--- config.mk ---
export PLATFORM = sky130hd
export DESIGN_NAME = mc_txn_scheduler
export DESIGN_NICKNAME = d
export VERILOG_FILES = /design/src/rtl/mc_msg_pkg.sv /design/src/rtl/mc_msg_builder.sv /design/src/rtl/mc_txn_scheduler.sv
export SDC_FILE = /design/constraint.sdc
export NUM_CORES = 1
export LEC_CHECK = 0
export ABC_AREA = 1
export BUFFER_PORTS_ARGS = -buffer_cell sky130_fd_sc_hd__buf_2
export CAP_MARGIN = 25
export CELL_PAD_IN_SITES_DETAIL_PLACEMENT = 1
export CELL_PAD_IN_SITES_GLOBAL_PLACEMENT = 2
export CORE_MARGIN = 3
export CORE_UTILIZATION = 25
export CTS_CLUSTER_SIZE = 20
export DETAILED_ROUTE_END_ITERATION = 16
export PLACE_DENSITY_LB_ADDON = 0.1
export SYNTH_ARGS = -nofsm -noshare
export SYNTH_HDL_FRONTEND = slang
export SYNTH_HIERARCHICAL = 1
export SYNTH_SLANG_ARGS = --single-unit
--- constraint.sdc ---
create_clock -name clk -period 1.5 [get_ports clk]
set_input_delay 0.075 -clock clk [delete_from_list [all_inputs] [get_ports clk]]
set_output_delay 0.075 -clock clk [all_outputs]
set_load 0.01 [all_outputs]
--- src/rtl/mc_msg_pkg.sv ---
// Shared constants, frame field widths and FSM state type for the MC transaction scheduler.
package mc_msg_pkg;

  localparam int START_W = 8;
  localparam int HDR_W   = 16;
  localparam int DATA_W  = 32;
  localparam int ADDR_W  = 24;
  localparam int ERR_W   = 8;
  localparam int END_W   = 8;
  localparam int MSG_W   = START_W + HDR_W + DATA_W + ADDR_W + ERR_W + END_W;

  localparam logic [START_W-1:0] MSG_START = 8'h0F;
  localparam logic [END_W-1:0]   MSG_END   = 8'hF0;

  localparam logic [HDR_W-1:0] HDR_READ  = 16'h0001;
  localparam logic [HDR_W-1:0] HDR_WRITE = 16'h0002;
  localparam logic [HDR_W-1:0] HDR_WAIT  = 16'hFFF1;
  localparam logic [HDR_W-1:0] HDR_READY = 16'hFFF2;
  localparam logic [HDR_W-1:0] HDR_RETX  = 16'hFFF3;

  localparam logic [ERR_W-1:0] ERR_NONE = 8'h00;
  localparam logic [ERR_W-1:0] ERR_SET  = 8'hFF;

  typedef enum logic [2:0] {
    IDLE,
    CHECK,
    MEM,
    TX_WAIT,
    TX
  } state_t;

endpackage

--- src/rtl/mc_msg_builder.sv ---
// Packs header, data, address and error byte into the 96-bit response frame.
// Purely combinational; the scheduler registers the result.
module mc_msg_builder
  import mc_msg_pkg::*;
(
  input  logic [HDR_W-1:0]  hdr,
  input  logic [DATA_W-1:0] data,
  input  logic [ADDR_W-1:0] addr,
  input  logic [ERR_W-1:0]  err,
  output logic [MSG_W-1:0]  msg
);

  assign msg = {MSG_START, hdr, data, addr, err, MSG_END};

endmodule

--- src/rtl/mc_txn_scheduler.sv ---
// Screens decoded requests, runs the memory access and sequences response frames.
// Define MC_WAIT_MSG_EN to add one WAIT frame after WAIT_CYCLES stalled memory cycles.
module mc_txn_scheduler
  import mc_msg_pkg::*;
#(
  parameter int MAX_RETRY = 3
`ifdef MC_WAIT_MSG_EN
  ,
  parameter int WAIT_CYCLES = 8
`endif
) (
  input  logic              clk,
  input  logic              reset,
  input  logic              iReqValid,
  input  logic              iRead,
  input  logic              iWrite,
  input  logic [ADDR_W-1:0] iAddr,
  input  logic [DATA_W-1:0] iData,
  input  logic              iError,
  output logic              oBusy,
  output logic              oMemReq,
  output logic              oMemWe,
  output logic [ADDR_W-1:0] oMemAddr,
  output logic [DATA_W-1:0] oMemWData,
  input  logic              iMemAck,
  input  logic [DATA_W-1:0] iMemRData,
  output logic              oTransmit,
  output logic [MSG_W-1:0]  oTxMsg,
  input  logic              iTxDone,
  output logic              oDropped
);

  localparam logic [3:0] RETRY_LIM = 4'(MAX_RETRY);

  state_t state, state_n;

  logic              rd_q;
  logic              wr_q;
  logic              err_q;
  logic [ADDR_W-1:0] addr_q;
  logic [DATA_W-1:0] data_q;
  logic [3:0]        retry_cnt;
  logic [MSG_W-1:0]  tx_msg;
  logic [MSG_W-1:0]  msg_n;
  logic              transmit;
  logic              dropped;

  logic              load;
  logic              inc_retry;
  logic              clr_retry;
  logic              drop;
  logic              tx_load;
  logic              bad;
  logic [HDR_W-1:0]  hdr_n;
  logic [DATA_W-1:0] data_n;
  logic [ERR_W-1:0]  err_n;

`ifdef MC_WAIT_MSG_EN
  localparam logic [15:0] STALL_LIM = 16'(WAIT_CYCLES);

  logic [15:0]       stall_cnt;
  logic              wait_sent;
  logic              ack_seen;
  logic [DATA_W-1:0] rdata_q;
  logic              stall_inc;
  logic              wait_set;
  logic              cap;
`endif

  assign bad = err_q | (rd_q == wr_q);

  mc_msg_builder u_builder (
    .hdr  (hdr_n),
    .data (data_n),
    .addr (addr_q),
    .err  (err_n),
    .msg  (msg_n)
  );

  always_ff @(posedge clk) begin
    if (!reset) state <= IDLE;
    else        state <= state_n;
  end

  always_comb begin
    state_n   = state;
    load      = 1'b0;
    inc_retry = 1'b0;
    clr_retry = 1'b0;
    drop      = 1'b0;
    tx_load   = 1'b0;
    hdr_n     = HDR_READY;
    data_n    = '0;
    err_n     = ERR_NONE;
`ifdef MC_WAIT_MSG_EN
    stall_inc = 1'b0;
    wait_set  = 1'b0;
    cap       = 1'b0;
`endif
    unique case (state)
      IDLE: begin
        if (iReqValid) begin
          load    = 1'b1;
          state_n = CHECK;
        end
      end
      CHECK: begin
        if (!bad) begin
          clr_retry = 1'b1;
          state_n   = MEM;
        end else if (retry_cnt < RETRY_LIM) begin
          inc_retry = 1'b1;
          tx_load   = 1'b1;
          hdr_n     = HDR_RETX;
          err_n     = ERR_SET;
          state_n   = TX;
        end else begin
          drop      = 1'b1;
          clr_retry = 1'b1;
          state_n   = IDLE;
        end
      end
      MEM: begin
        if (iMemAck) begin
          tx_load = 1'b1;
          data_n  = wr_q ? data_q : iMemRData;
          state_n = TX;
        end
`ifdef MC_WAIT_MSG_EN
        // an ack on the threshold cycle takes the branch above, so no WAIT
        else if (!wait_sent) begin
          stall_inc = 1'b1;
          if (stall_cnt + 16'd1 == STALL_LIM) begin
            wait_set = 1'b1;
            tx_load  = 1'b1;
            hdr_n    = HDR_WAIT;
            state_n  = TX_WAIT;
          end
        end
`endif
      end
      TX_WAIT: begin
`ifdef MC_WAIT_MSG_EN
        if (iMemAck && !ack_seen) cap = 1'b1;
        if (iTxDone) begin
          if (ack_seen || iMemAck) begin
            tx_load = 1'b1;
            data_n  = wr_q ? data_q : (ack_seen ? rdata_q : iMemRData);
            state_n = TX;
          end else begin
            state_n = MEM;
          end
        end
`else
        state_n = IDLE;
`endif
      end
      TX: begin
        if (iTxDone) state_n = IDLE;
      end
      default: state_n = IDLE;
    endcase
  end

  always_ff @(posedge clk) begin
    if (!reset) begin
      rd_q      <= 1'b0;
      wr_q      <= 1'b0;
      err_q     <= 1'b0;
      addr_q    <= '0;
      data_q    <= '0;
      retry_cnt <= '0;
      tx_msg    <= '0;
      transmit  <= 1'b0;
      dropped   <= 1'b0;
    end else begin
      transmit <= tx_load;
      dropped  <= drop;
      if (load) begin
        rd_q   <= iRead;
        wr_q   <= iWrite;
        err_q  <= iError;
        addr_q <= iAddr;
        data_q <= iData;
      end
      if (inc_retry)      retry_cnt <= retry_cnt + 4'd1;
      else if (clr_retry) retry_cnt <= '0;
      if (tx_load) tx_msg <= msg_n;
    end
  end

`ifdef MC_WAIT_MSG_EN
  always_ff @(posedge clk) begin
    if (!reset) begin
      stall_cnt <= '0;
      wait_sent <= 1'b0;
      ack_seen  <= 1'b0;
      rdata_q   <= '0;
    end else if (load) begin
      stall_cnt <= '0;
      wait_sent <= 1'b0;
      ack_seen  <= 1'b0;
    end else begin
      if (stall_inc) stall_cnt <= stall_cnt + 16'd1;
      if (wait_set)  wait_sent <= 1'b1;
      if (cap) begin
        ack_seen <= 1'b1;
        rdata_q  <= iMemRData;
      end
    end
  end

  assign oMemReq = (state == MEM) | ((state == TX_WAIT) & ~ack_seen);
`else
  assign oMemReq = (state == MEM);
`endif

  assign oBusy     = (state != IDLE);
  assign oMemWe    = oMemReq & wr_q;
  assign oMemAddr  = addr_q;
  assign oMemWData = data_q;
  assign oTransmit = transmit;
  assign oTxMsg    = tx_msg;
  assign oDropped  = dropped;

endmodule

==> results.yml, run 1 <==
place:
  routabilityCongestion: 0.714
  place_inst: 1674
  hpwl_um: 17500
  numPortBuffers: 252
grt:
  grt_max_degree: 101
  overflow: 0
  grt_pass1_wl_um: 40700
  grt_usage_pct: 15.0
  grt_pass1_vias: 7533
  antenna_found_initial: 6
power_and_ir_drop:
  p_per_area_nw_per_um2: 1150
  p_leak_nw: 5.48
  power_frac_comb_pct: 22.4
  p_switching_mw: 3.87
  p_clk_share_pct: 36.7
  p_sw_share_pct: 31.1
  peakVddDrop_mv: 0.716
  intPower_mw: 8.56
  power_frac_seq_pct: 41.0
synth:
  yosysWarnings: 6
  synth_top_family_by_area: "buffers and inverters"
  synth-xor-area-share_pct: 0
  ys_ff_latch: 164
  avgSynthCellArea_um2: 6.91
  synth-compound-area-share_pct: 15.9
  yosysSeqAreaShare_pct: 41.6
  synth_fa_ha_area_share_pct: 0.158
  syn_area_um2: 7900
  synth-simple-area-share_pct: 20.0
  synthCells: 1143
  synthMuxAreaShare_pct: 0
  yosysUniqueCellTypes: 20
detailed_routing:
  drc: 0
  via_per_inst: 4.26
  wl_per_cell_um: 15.1
  vias: 7608
  drt_first_pass_iters: 4
  routed_wl_um: 27000
  drtIter0Drc: 258
  final_antenna_net_count: 0
setup_path:
  r2r_cells: 9
  critPathKind: "flip-flop to flip-flop"
  cp_data_required_time_ps: 1810
  crit_path_start: "retry_cnt[1]"
  critical_path_arrival_ps: 1870
  critPathCaptureType: "flip-flop"
  r2r_start: "retry_cnt[1]"
  crit_end: "oTxMsg[25]"
  ff2ff_setup_slack_ps: -60
  r2r_end: "oTxMsg[25]"
  path_max_fanout: 10
  cp-start-kind: "flip-flop"
floorplan:
  core_um2: 30800
  ios: 253
  fp.dieW_um: 184
  start_util_pct: 25.6
  die-area_um2: 33800
  die_h_um: 184
  rows: 64
final_layout:
  area_growth_pct: 36.3
  layout.area.seq_um2: 3290
  n_fill_cell: 3842
  finalNetCount: 1474
  fin_cells: 1786
  layout-drive-gt1-share_pct: 26.7
  multi_input_area_um2: 3140
timing:
  setup_ws_ps: -59.3
  fmax_mhz: 641
  slew_viol_final: 0
  period_needed_ps: 1560
  hold_ws_ps: 17.3
  finClkSkew_ps: 19.5
  rsz0062_at_grt: "true"
  hold_violations: 0
  setup_violations: 86
  fin_crit_sh_pct: 104
clock_tree:
  path_clk_slew_ps: 70
  cts_tree: "yes"
  root_buffer: "clkbuf_16"
  cts.sinks: 164
  htreeDepth: 4
  ctsLongestPathBuffers: 2
  numCtsBuffers: 17
  insertion_delay_ps: 430
run_status:
  status: "finished with violations"
  violations: "negative setup slack"
flow_run:
  maxCapViolCount: 0
min_path:
  hp-class: "input pin to flip-flop"
==> through the flow <==
step / cell area (um2) / TNS (ps) / setup slack (ps) / util, % / total power, mW
after floorplan: 8010 / 0 / 8.98 / - / 6.78
after global placement: 9100 / -961 / -52.3 / 29.5 / 7.64
after detailed placement: 9100 / -3810 / -93.6 / 29.5 / 7.67
after CTS: 10300 / -622 / -46.6 / 33.5 / 12.5
after global routing: 10800 / -11690 / -162 / 34.9 / 13.2
final: 10800 / -2360 / -59.3 / 34.9 / 12.4
==> state kept, by name, summed over array words and instances, names as in the netlist <==
signal / flops
retry_cnt: 4
wr_q: 1
oDropped: 1
oTxMsg: 96
err_q: 1
state: 3
oMemWData: 32
rd_q: 1
oTransmit: 1
oMemAddr: 24
==> critical path: stages (launching register included) <==
cell,delay (ps)
dfxtp_2,340
ha_4,160
nor2_4,80
nand2_2,80
nor2_4,150
buf_4,150
nand2_4,120
clkbuf_16,200
a21oi_1,120
nor2_1,60
==> cell usage after synthesis, drive strengths merged <==
library cell  count  area (um2)
a21oi           191         956
nand2           172         653
inv             165         619
dfxtp           164        3280
buf             147        1010
nor2            103         392
nand3           102         510
o21ai            60         300
clkbuf           31         116
conb              4        15.0
nor3              2        21.3
ha                1        12.5
nor4              1        6.26
==> logic make-up (layout without fill, tap and decap cells) <==
kind of cell,count (synthesis),count (layout)
other,4,32
flip-flops,164,164
AND/OR/NAND/NOR,380,382
buffers and inverters,343,560
AO/OA/AOI/OAI,251,251
adder cells (fa/ha/maj),1,1
==> worst min path at each step <==
stage	start	endpoint	depth (start not counted)	slack (ps)
2_1_floorplan	iMemAck	state[1]	3	250
3_3_place_gp	iData[15]	oMemWData[15]	3	360
6_report	iMemAck	state[1]	4	20
5_1_grt	iMemAck	state[1]	4	50
4_1_cts	iMemAck	state[1]	4	1
3_5_place_dp	iData[9]	oMemWData[9]	3	370
==> cells in the final DEF (no fill, tap or decap), types with 2 or more instances in the layout <==
master	count
nand3_2	2
inv_1	162
clkbuf_16	24
o21ai_0	60
a21oi_1	178
buf_2	250
buf_8	2
dfxtp_2	4
bufinv_16	2
a21oi_2	13
clkinvlp_4	5
dlygate4sd3_1	59
buf_16	3
nand2_1	168
nand2_2	2
nand2_4	2
nand2_8	2
inv_8	2
nor2_4	2
buf_6	2
dfxtp_1	160
conb_1	31
buf_4	27
nor2_1	100
inv_6	3
buf_12	13
inv_2	2
nand3_4	2
nand3_1	98
==> what timing repair did <==
item,CTS,global route
resized for setup,12,30
pin swaps,1,3
hold endpoints to repair,59,0
endpoints found under the setup margin,97,101
buffers inserted,0,8
hold buffers,59,0
cloned,0,13
==> power by group through the flow <==
stage	sequential, mW	combinational [mW]	clock (mW)
final	5.09	2.78	4.56
after floorplan	5.35	1.43	0
after detailed placement	5.20	2.47	0
after global placement	5.19	2.45	0
after CTS	5.10	2.62	4.77
after global routing	5.16	3.15	4.89
==> area by class of cell <==
| class | count | share of cell area [%] |
|---|---|---|
| Clock buffer | 19 | 4.11 |
| Tap cell | 396 | 4.60 |
| Sequential cell | 164 | 30.5 |
| Timing Repair Buffer | 363 | 24.3 |
| Clock inverter | 12 | 1.36 |
| Inverter | 165 | 5.87 |
| Multi-Input combinational cell | 665 | 29.1 |
| Antenna cell | 1 | 0.0232 |
| Timing Repair inverter | 1 | 0.0813 |
==> per-layer routing <==
| metal | up-vias | GRT usage, % | wire length, um |
|---|---|---|---|
| li1 | 3923 | - | - |
| met1 | 3505 | 19.2 | 12600 |
| met2 | 146 | 24.6 | 12500 |
| met3 | 24 | 4.95 | 1580 |
| met4 | 10 | 3.21 | 239 |
| met5 | - | 0 | 67 |
Note: power is estimated with default switching activity, not from simulation.
==> run 2, diff against run 1 <==
--- a/config.mk
+++ b/config.mk
@@ -15,6 +15,7 @@
 export CTS_CLUSTER_SIZE = 20
 export DETAILED_ROUTE_END_ITERATION = 16
 export PLACE_DENSITY_LB_ADDON = 0.1
+export SKIP_LAST_GASP = 1
 export SYNTH_ARGS = -nofsm -noshare
 export SYNTH_HDL_FRONTEND = slang
 export SYNTH_HIERARCHICAL = 1
==> run 2 against run 1 <==
  * The run still ends with negative setup slack left
  * Critical path depth unchanged
  * Sequential power about the same
  * Setup slack worse by 48 ps
==> results.yml, run 2 (synthesis results as in run 1) <==
setup_path:
  path_max_fanout: 10
  path_buf_inv: 2
  cp_data_required_time_ps: 1810
  critical_path_arrival_ps: 1920
  cp_top_family: "simple AND/OR/NAND/NOR gates"
  cp-start-kind: "flip-flop"
  critPathKind: "flip-flop to flip-flop"
  crit_path_max_incr_delay_ps: 320
  crit_slowest_cell: "dfxtp_2"
  critPathCaptureType: "flip-flop"
  crit_chain: "ha_2, nor2_2, nand2_2, nor2_4, buf_12, nand2_8, clkbuf_16, a21oi_1, nor2_1"
final_layout:
  final_cell_mix: "buf_2 (249), a21oi_1 (172), nand2_1 (166), inv_1 (162), dfxtp_1 (159)"
  layout-drive-gt1-share_pct: 28.4
  layout_commonest_cell: "buf_2"
  area_growth_pct: 40.3
  n_fill_cell: 3832
  finalNetCount: 1484
  design_area_um2: 11100
  largest_register_ffs: 96
detailed_routing:
  via_per_inst: 4.28
  drtIter0Drc: 230
  drt_first_pass_iters: 4
  final_antenna_net_count: 0
  drc: 0
  routed_wl_um: 28600
  wl_per_cell_um: 15.9
  vias: 7691
min_path:
  hp-class: "input pin to flip-flop"
timing:
  slew_viol_final: 0
  period_needed_ps: 1610
  hold_ws_ps: 18.2
  fmax_mhz: 622
  setup_tns_ps: -5630
  rsz0062_at_grt: "true"
  fin_crit_sh_pct: 107
  setup_violations: 95
  setup_ws_ps: -107
  finClkSkew_ps: 18.3
  hold_violations: 0
clock_tree:
  htreeDepth: 4
  root_buffer: "clkbuf_16"
  numCtsBuffers: 17
  ctsLongestPathBuffers: 2
  cts_tree: "yes"
  insertion_delay_ps: 430
  path_clk_slew_ps: 70
  cts.sinks: 164
grt:
  grt_pass1_vias: 7533
  antenna_found_initial: 6
  grt_usage_pct: 15.0
  grt_max_degree: 101
  overflow: 0
  grt_pass1_wl_um: 40700
floorplan:
  ios: 253
  die-area_um2: 33800
  fp.dieW_um: 184
  rows: 64
  core_um2: 30800
  die_h_um: 184
  start_util_pct: 25.6
place:
  placedInstanceArea_um2: 9100
  hpwl_um: 17500
  numPortBuffers: 252
  routabilityCongestion: 0.714
power_and_ir_drop:
  p_leak_nw: 5.61
  p_per_area_nw_per_um2: 1140
  peakVddDrop_mv: 0.739
  totalPowerFinal_mw: 12.7
run_status:
  violations: "negative setup slack"
  status: "finished with violations"
flow_run:
  maxCapViolCount: 0
-- run 2: worst reg2reg max path, delay by kind of cell, from the launching register on --
| kind | cells | cell delay [ps] |
|---|---|---|
| adder cells (fa/ha/maj) | 1 | 170 |
| AND/OR/NAND/NOR | 5 | 500 |
| AO/OA/AOI/OAI | 1 | 130 |
| flip-flops | 1 | 320 |
| buffers and inverters | 2 | 380 |
-- run 2: stage by stage --
stage / setup slack (ps) / cells / utilization [%]
floorplan: 8.98 / 1170 / -
global placement: -52.3 / 1674 / 29.5
detailed placement: -93.6 / 1674 / 29.5
CTS: -46.6 / 1764 / 33.5
global route: -235 / 1796 / 35.9
finish: -107 / 1796 / 35.9
-- run 2: where the power goes --
part / switching, mW / internal (mW)
registers: 0.282 / 4.81
clock network: 2.03 / 2.53
logic: 1.66 / 1.35
-- run 2: what timing repair did --
action,4_1_cts,5_1_grt
hold buffers,59,0
endpoints found under the setup margin,97,101
resized for setup,10,56
pin swaps,1,22
gates cloned,0,25
endpoints found under the hold margin,59,0
setup buffers,0,6
-- run 2: routing by layer --
layer | wire [um] | part of all wire, % | track usage [%] | vias up
met4 | 238 | 0.83 | 3.21 | 10
met1 | 13200 | 46 | 19.2 | 3551
met2 | 13300 | 47 | 24.6 | 156
li1 | - | - | - | 3949
met3 | 1740 | 6.1 | 4.95 | 25
met5 | 67 | 0.23 | 0 | -
-- run 2: path summary, 6_finish.rpt --
kind | start | to | slack (ps) | cells after the start
worst max register to register | retry_cnt[0] | oTxMsg[25] | -110 | 9
worst min-delay path | iMemAck | state[1] | 20 | 4
worst max-delay path | retry_cnt[0] | oTxMsg[25] | -110 | 9
worst min register to register | retry_cnt[2] | retry_cnt[2] | 460 | 2
-- run 2: area by class of cell --
class / count / area, um2 / area share, %
Timing Repair Buffer: 373 / 2830 / 25.6
Antenna cell: 1 / 2.50 / 0.0226
Inverter: 165 / 634 / 5.72
Clock buffer: 19 / 443 / 4.00
Sequential cell: 164 / 3290 / 29.7
Clock inverter: 12 / 146 / 1.32
Multi-Input combinational cell: 666 / 3230 / 29.2
Tap cell: 396 / 495 / 4.47
==> run 3, diff against run 2 <==
--- a/config.mk
+++ b/config.mk
@@ -15,6 +15,7 @@
 export CTS_CLUSTER_SIZE = 20
 export DETAILED_ROUTE_END_ITERATION = 16
 export PLACE_DENSITY_LB_ADDON = 0.1
+export SETUP_SLACK_MARGIN = 0.1
 export SKIP_LAST_GASP = 1
 export SYNTH_ARGS = -nofsm -noshare
 export SYNTH_HDL_FRONTEND = slang
==> run 3 against run 2 <==
  * The run still ends with negative setup slack left
  * Non-clock buffer count up 14
  * Combinational power grew 6%
  * Maximum frequency grew 2.2%
  * Clock power hardly changed
  * Clock skew fell by 5.5 ps
  * Worst hold slack better by 5.4 ps
  * Setup slack better by 35 ps
  * First-iteration DRC count down 2.2%
  * Via count up 1.4%
  * Final area is 4.2% higher
  * Routed wire length up 1.4%
  * Global-route usage down 0.071 points
  * Largest cell class is now multi-input gates
  * Highest routed layer unchanged
==> results.yml, run 3 (synthesis results as in run 1) <==
run_status:
  status: "finished with violations"
  violations: "negative setup slack"
detailed_routing:
  via_per_inst: 4.31
  drtIter0Drc: 225
  wl_per_cell_um: 16.0
  routed_wl_um: 29000
  drt_first_pass_iters: 4
  vias: 7801
  final_antenna_net_count: 0
  drc: 0
place:
  hpwl_um: 16900
  numPortBuffers: 252
  routabilityCongestion: 0.705
grt:
  grt_pass1_vias: 7350
  grt_usage_pct: 14.9
  grt_max_degree: 67
  overflow: 0
  antenna_found_initial: 2
  grt_pass1_wl_um: 40000
final_layout:
  n_fill_cell: 3838
  num_antenna_cells: 0
  area_growth_pct: 46.1
  largest_register_ffs: 96
  final_cell_mix: "buf_2 (249), nand2_1 (166), inv_1 (161), dfxtp_1 (159), a21oi_1 (122)"
  layout_commonest_cell: "buf_2"
  finalNetCount: 1499
  final_util_pct: 37.4
  layout-drive-gt1-share_pct: 32.5
clock_tree:
  cts.sinks: 164
  htreeDepth: 4
  insertion_delay_ps: 450
  root_buffer: "clkbuf_16"
  numCtsBuffers: 17
  cts_tree: "yes"
  ctsLongestPathBuffers: 2
  path_clk_slew_ps: 70
timing:
  setup_ws_ps: -72.7
  fin_crit_sh_pct: 105
  hold_ws_ps: 23.6
  hold_violations: 0
  finClkSkew_ps: 12.7
  slew_viol_final: 0
  rsz0062_at_grt: "true"
  fmax_mhz: 636
  period_needed_ps: 1570
  setup_violations: 85
setup_path:
  cp_data_required_time_ps: 1840
  critical_path_arrival_ps: 1910
  critPathCaptureType: "flip-flop"
  path_max_fanout: 14
  cp-start-kind: "flip-flop"
  r2r_cells: 9
  critPathKind: "flip-flop to flip-flop"
min_path:
  hold_depth: 5
  hp-class: "input pin to flip-flop"
floorplan:
  rows: 64
  die-area_um2: 33800
  core_um2: 30800
  ios: 253
  die_h_um: 184
  fp.dieW_um: 184
  start_util_pct: 25.6
power_and_ir_drop:
  intPower_mw: 8.81
  p_leak_nw: 5.72
  p_switching_mw: 4.05
  p_sw_share_pct: 31.5
  p_per_area_nw_per_um2: 1110
  p_clk_share_pct: 35.6
  power_frac_comb_pct: 24.8
  power_frac_seq_pct: 39.6
  peakVddDrop_mv: 0.813
flow_run:
  maxCapViolCount: 0
[run 3: cell count changes in the layout (fill, tap and decap cells not counted), sizes merged]
cell,previous run,this run
nand2,175,176
clkinvlp,5,4
clkinv,2,4
diode,1,0
dlygate4sd3,59,73
[run 3: path summary, 6_finish.rpt]
path / slack [ps] / endpoint / start
min: 20 / oTxMsg[64] / iMemRData[24]
max: -70 / oTxMsg[67] / retry_cnt[0]
max reg2reg: -70 / oTxMsg[67] / retry_cnt[0]
min reg2reg: 460 / oMemWData[16] / oMemWData[16]
[run 3: what timing repair did]
item                                    4_1_cts  5_1_grt
resized for setup                            13       89
hold buffers                                 73        0
cloned                                        0       24
endpoints found under the setup margin      118      140
pin swaps                                     1       23
hold endpoints to repair                     78        0
buffers inserted                              4       12
[run 3: final cells by class]
type | count | area (um2) | share of cell area (%)
tap | 396 | 495 | 4.29
timing repair buffer | 387 | 3010 | 26.1
multi-input combinational | 667 | 3500 | 30.4
clock inverter | 13 | 148 | 1.28
sequential | 164 | 3300 | 28.6
inverter | 165 | 634 | 5.50
clock buffer | 19 | 453 | 3.92
[run 3: power by group through the flow]
stage	registers (mW)	clock network, mW	logic, mW
after detailed placement	5.19	0	2.51
after global routing	5.16	4.92	3.56
after floorplan	5.35	0	1.49
final	5.09	4.58	3.19
after global placement	5.18	0	2.49
after CTS	5.09	4.77	2.70
[run 3: routing by layer]
metal | track usage [%] | vias up | part of all wire, %
met5 | 0 | - | 0.048
met3 | 5.14 | 30 | 5.4
met1 | 18.2 | 3624 | 44
met2 | 24.7 | 155 | 49
li1 | - | 3988 | -
met4 | 4.84 | 4 | 1.7
[run 3: critical path: stages (launching register included)]
cell	delay, ps
dfxtp_1	340
ha_4	170
nor2_4	70
nand2_2	70
nor2_4	140
buf_6	170
nand2_8	110
clkbuf_16	200
a21oi_1	130
nor2_1	60
[run 3: metrics by stage]
step	setup TNS (ps)	worst slack (ps)	total power, mW	area, um2	cells
after floorplan	0	60.0	6.85	8260	1170
after CTS	-2160	-61.6	12.6	10600	1775
after global placement	-2800	-76.4	7.67	9230	1666
after detailed placement	-4780	-97.8	7.70	9230	1666
final	-2420	-72.7	12.9	11500	1811
after global routing	-10690	-150	13.6	11500	1811
